===== src/rtl/pulse_expand_if.sv =====
// Single-wire width-coded link: the pulse source drives in, pulse_expand returns
// the expanded pulse plus status.
interface pulse_expand_if;
    logic       in;
    logic       out;
    logic       busy;
    logic [2:0] width;
    logic       width_vld;
    logic       err;

    modport master (output in, input  out, busy, width, width_vld, err);
    modport slave  (input  in, output out, busy, width, width_vld, err);
endinterface


===== src/rtl/pulse_expand.sv =====
// Pulse-width decoder: measures each high pulse on in and replays it MULT times wider.
// Optional PULSE_EXP_ERR_EN enables the sticky err flag (rejects and overlaps).
module pulse_expand #(
    parameter int MULT  = 4,
    parameter int MAX_W = 6
) (
    input  logic          clk,
    input  logic          rst,
    pulse_expand_if.slave bus
);
    typedef enum logic [1:0] {IDLE, MEAS, EMIT, DRAIN} state_t;

    localparam logic [5:0] MULT6  = 6'(MULT);
    localparam logic [2:0] MAX_W3 = 3'(MAX_W);

    state_t     state, state_nxt;
    logic [2:0] wcnt, wcnt_nxt;
    logic [5:0] ecnt, ecnt_nxt;
    logic       out_q, out_nxt;
    logic       vld_q, vld_nxt;
    logic [2:0] width_q, width_nxt;
    logic       fit;

    assign fit = (wcnt <= MAX_W3);

    always_ff @(posedge clk) begin
        if (rst) begin
            state   <= IDLE;
            wcnt    <= 3'd0;
            ecnt    <= 6'd0;
            out_q   <= 1'b0;
            vld_q   <= 1'b0;
            width_q <= 3'd0;
        end else begin
            state   <= state_nxt;
            wcnt    <= wcnt_nxt;
            ecnt    <= ecnt_nxt;
            out_q   <= out_nxt;
            vld_q   <= vld_nxt;
            width_q <= width_nxt;
        end
    end

    always_comb begin
        state_nxt = state;
        wcnt_nxt  = wcnt;
        ecnt_nxt  = ecnt;
        case (state)
            IDLE: begin
                if (bus.in) begin
                    state_nxt = MEAS;
                    wcnt_nxt  = 3'd1;
                end
            end
            MEAS: begin
                if (bus.in) begin
                    if (wcnt != 3'd7) wcnt_nxt = wcnt + 3'd1;
                end else if (fit) begin
                    state_nxt = EMIT;
                    ecnt_nxt  = MULT6 * {3'd0, wcnt} - 6'd1;
                end else begin
                    state_nxt = IDLE;
                end
            end
            EMIT: begin
                // in is ignored here; a pulse still high at the end is drained unmeasured
                if (ecnt != 6'd0) ecnt_nxt = ecnt - 6'd1;
                else              state_nxt = bus.in ? DRAIN : IDLE;
            end
            DRAIN: begin
                if (!bus.in) state_nxt = IDLE;
            end
            default: state_nxt = IDLE;
        endcase
    end

    always_comb begin
        out_nxt   = (state_nxt == EMIT);
        vld_nxt   = (state == MEAS) && !bus.in && fit;
        width_nxt = vld_nxt ? wcnt : width_q;
    end

    assign bus.out       = out_q;
    assign bus.busy      = (state != IDLE);
    assign bus.width     = width_q;
    assign bus.width_vld = vld_q;

`ifdef PULSE_EXP_ERR_EN
    logic in_q, err_q;

    // rise of in while emitting, or a pulse too wide to accept
    always_ff @(posedge clk) begin
        if (rst) begin
            in_q  <= 1'b0;
            err_q <= 1'b0;
        end else begin
            in_q <= bus.in;
            if ((state == EMIT && bus.in && !in_q) ||
                (state == MEAS && !bus.in && !fit))
                err_q <= 1'b1;
        end
    end

    assign bus.err = err_q;
`else
    assign bus.err = 1'b0;
`endif
endmodule


===== src/flat_wrapper.sv =====
// flat-port wrapper written by rule: the top's interface ports become plain ports
module pulse_expand_flat 
#(
    parameter int MULT  = 4,
    parameter int MAX_W = 6
)
  (clk, rst, bus_in, bus_out, bus_busy, bus_width, bus_width_vld, bus_err);
  pulse_expand_if bus_i ();
  input  logic clk;
  input  logic rst;
  input wire logic [$bits(bus_i.in)-1:0] bus_in;
  output wire logic [$bits(bus_i.out)-1:0] bus_out;
  output wire logic [$bits(bus_i.busy)-1:0] bus_busy;
  output wire logic [$bits(bus_i.width)-1:0] bus_width;
  output wire logic [$bits(bus_i.width_vld)-1:0] bus_width_vld;
  output wire logic [$bits(bus_i.err)-1:0] bus_err;
  assign bus_i.in = bus_in;
  assign bus_out = bus_i.out;
  assign bus_busy = bus_i.busy;
  assign bus_width = bus_i.width;
  assign bus_width_vld = bus_i.width_vld;
  assign bus_err = bus_i.err;
  pulse_expand #(.MULT(MULT), .MAX_W(MAX_W)) u_core (.clk(clk), .rst(rst), .bus(bus_i));
endmodule

===== config.mk =====
export PLATFORM = sky130hd
export DESIGN_NAME = pulse_expand_flat
export DESIGN_NICKNAME = d
export VERILOG_FILES = /design/src/rtl/pulse_expand_if.sv /design/src/rtl/pulse_expand.sv /design/src/flat_wrapper.sv
export SDC_FILE = /design/constraint.sdc
export NUM_CORES = 1
export LEC_CHECK = 0
export ABC_AREA = 1
export CORE_UTILIZATION = 47
export DETAILED_ROUTE_END_ITERATION = 10
export GPL_ROUTABILITY_DRIVEN = 0
export PLACE_DENSITY = 0.68
export SLEW_MARGIN = 20
export SYNTH_ARGS = -nofsm -noshare
export SYNTH_HDL_FRONTEND = slang
export SYNTH_SLANG_ARGS = --single-unit

===== constraint.sdc =====
create_clock -name clk -period 1.55 [get_ports clk]
set_input_delay 0.31 -clock clk [delete_from_list [all_inputs] [get_ports clk]]
set_output_delay 0.31 -clock clk [all_outputs]
set_load 0.01 [all_outputs]

==> flow_metrics.py, run 1 <==
metrics = {
    "die": {
        "ios": 10,
        "die-width_um": 48.0,
        "rows": 16,
        "initial_core_util_pct": 50.3,
        "core-area_um2": 1980,
        "chipHeight_um": 48.0,
        "die_area_um2": 2310,
    },
    "timing": {
        "timing.final.crit_share_pct": 96.5,
        "final_hold_viol_count": 0,
        "rsz0062_at_grt": "no",
        "fin_ws_ps": 54.2,
        "period_minus_slack_ps": 1500,
        "setup_tns_ps": 0,
        "clock_skew_ps": 1.75,
        "fmax_mhz": 669,
        "setup_viol_count_final": 0,
        "whs_ps": 484,
        "final_max_slew_viol_count": 0,
    },
    "worst_setup_path": {
        "endpoint_kind": "output port",
        "crit_path_cell_trace": "clkdlybuf4s50_1",
        "worstPathMaxFanout": 2,
        "cp.required_ps": 1240,
        "slowest_stage": "clkdlybuf4s50_1",
        "crit-reg2reg-launch": "u_core.wcnt[1]",
        "cp_top_family": "buffers and inverters",
        "crit_buf_inv": 1,
        "critPathArrivalTime_ps": 1190,
        "cp-startpoint": "u_core.bus.width[2]",
        "max_stage_delay_ps": 540,
        "r2r_slack_ps": 140,
        "startpoint_type": "flop",
        "critPathKind": "flop to output port",
    },
    "clocking": {
        "cts_hold_buf": 0,
        "cts_buffers": 3,
        "cts_tree": "yes",
        "post_cts_buffers": 0,
        "clkSinkCount": 16,
        "clk_path_buf_depth": 2,
        "cts_root_buf": "clkbuf_4",
        "path_clk_slew_ps": 90,
        "htreeDepth": 1,
        "insertion_delay_ps": 290,
    },
    "logic_synthesis": {
        "synth.yosys.seq_area_share_pct": 32.2,
        "synthTopCellsByArea": "dfxtp_1 (32%), nand2_1 (13%), nor2_1 (6.8%)",
        "yosysUniqueCellTypes": 27,
        "ys.warnings.count": 0,
        "synth.top_cell.area_share_pct": 32.2,
        "avgSynthCellArea_um2": 7.38,
        "syn_nets": 143,
        "yosys.area_share.adder_pct": 6.28,
        "synth-xor-area-share_pct": 0.879,
        "synth_top_cell_by_area": "dfxtp_1",
        "syn_inst": 135,
        "synth_compound_area_share_pct": 8.92,
        "ys_seq_elements": 16,
        "synth-simple-area-share_pct": 44.1,
        "synth_area_um2": 996,
        "synth_top_family_by_area": "simple AND/OR/NAND/NOR gates",
        "synthMuxAreaShare_pct": 0,
    },
    "route": {
        "first_pass_iters": 4,
        "route.detailed.drc": 0,
        "avgViaCountPerCell": 4.85,
        "wl_per_cell_um": 10.9,
        "dr.first_iter.drc_count": 17,
        "postRouteAntennaNets": 0,
        "num_vias": 859,
        "drt-total-wl_um": 1940,
    },
    "grt": {
        "track_usage_pct": 21.3,
        "antenna_found_initial": 0,
        "grt_max_degree": 10,
        "grt-ovfl-total": 0,
        "grt_pass1_vias": 812,
        "grt_pass1_wl_um": 3280,
    },
    "place": {
        "hpwl_um": 1520,
        "pre_cts_ws_ps": 6.76,
        "io_buffers": 8,
    },
    "cells_and_area": {
        "seq_area_um2": 322,
        "diodes": 0,
        "layout-drive-gt1-share_pct": 22.0,
        "nFillCells": 181,
        "syn_to_final_growth_pct": 17.6,
        "layout.nets": 159,
        "multi_input_area_um2": 603,
    },
    "hold_path": {
        "min_from": "u_core.bus.width[1]",
        "hold_class": "flop to flop",
    },
    "power": {
        "leakage_nw": 0.545,
        "power_mw": 1.07,
        "irDropWorstVdd_mv": 0.652,
        "power_density_nw_per_um2": 915,
    },
    "outcome": {
        "status": "finished, final reports clean",
    },
    "run": {
        "max_cap_viol_count": 0,
    },
}
==> layer usage <==
| layer | routed length (µm) | track usage, % | up-vias | share of wire (%) |
|---|---|---|---|---|
| met1 | 831 | 23.3 | 390 | 43 |
| met5 | 0 | 0 | - | 0 |
| met3 | 62 | 4.53 | 7 | 3.2 |
| met2 | 1000 | 37.6 | 10 | 52 |
| met4 | 40 | 12.2 | 0 | 2.1 |
| li1 | - | - | 452 | - |
==> registers in the layout, summed over array words and instances (netlist names) <==
name	cells
u_core.wcnt	3
u_core.state	2
u_core.ecnt	6
u_core.bus.width	3
u_core.bus.out	1
u_core.bus.width_vld	1
==> layout by cell type (no fill, tap or decap), types with 2 or more instances in the layout <==
master            n
nand2_1          35
nor2_1           18
clkbuf_4          3
buf_4             5
inv_1            12
dfxtp_1          15
ha_1              5
nor2_2            2
inv_2             4
a21oi_2           3
o21ai_0           2
nor2_8            2
nand2_4           3
clkdlybuf4s50_1   7
nand2_2           3
nor2_4            2
nand3_1           9
a21oi_1           7
==> path summary, 6_finish.rpt <==
kind | cells past startpoint | endpoint
hold reg to reg | 2 | u_core.bus.width[1]
setup reg to reg | 7 | u_core.wcnt[2]
setup / recovery | 1 | bus_width[2]
hold / removal | 2 | u_core.bus.width[1]
==> cell usage after synthesis (all sizes together) <==
library cell / count
conb: 1
a211oi: 1
nand2: 41
xor2: 1
o21ai: 3
ha: 5
clkbuf: 1
nand3b: 1
dfxtp: 16
nor2: 24
a21oi: 10
inv: 16
nand4: 1
nor3: 1
nand3: 11
buf: 1
and2: 1
==> report_power, final <==
group / total, mW / internal [mW] / switching, mW
registers: 0.477 / 0.446 / 0.0312
logic: 0.315 / 0.126 / 0.189
clock network: 0.279 / 0.143 / 0.136
total: 1.07 / 0.715 / 0.356
==> cell type report <==
| type | count | share of cell area (%) |
|---|---|---|
| Timing Repair Buffer | 13 | 9.94 |
| Inverter | 16 | 5.13 |
| Clock buffer | 4 | 3.10 |
| Multi-Input combinational cell | 101 | 51.5 |
| Tap cell | 27 | 2.88 |
| Sequential cell | 16 | 27.5 |
==> through the flow <==
stage / util [%] / area, µm² / std cells
2_1_floorplan: - / 996 / 135
3_3_place_gp: 57.3 / 1130 / 173
3_5_place_dp: 57.3 / 1130 / 173
4_1_cts: 59.1 / 1170 / 177
5_1_grt: 59.1 / 1170 / 177
6_report: 59.1 / 1170 / 177
==> logic make-up after synthesis <==
group	count (synthesis)
adders and majority gates	5
other	1
AOI/OAI and AO/OA	14
DFF	16
buffers and inverters	18
and+or+nand+nor	80
xor gates and xnor gates	1
==> timing repair <==
action,4_1_cts,5_1_grt
setup endpoints to repair,1,0
hold endpoints to repair,0,0
resized for setup,2,0
Power figures use the tool's default switching activity.
==> run 2, diff against run 1 <==
HOLD_SLACK_MARGIN = 0.15   (was not set)
==> results of run 2 <==
Same layout as run 1: the final DEF is identical, and so are final timing and power.
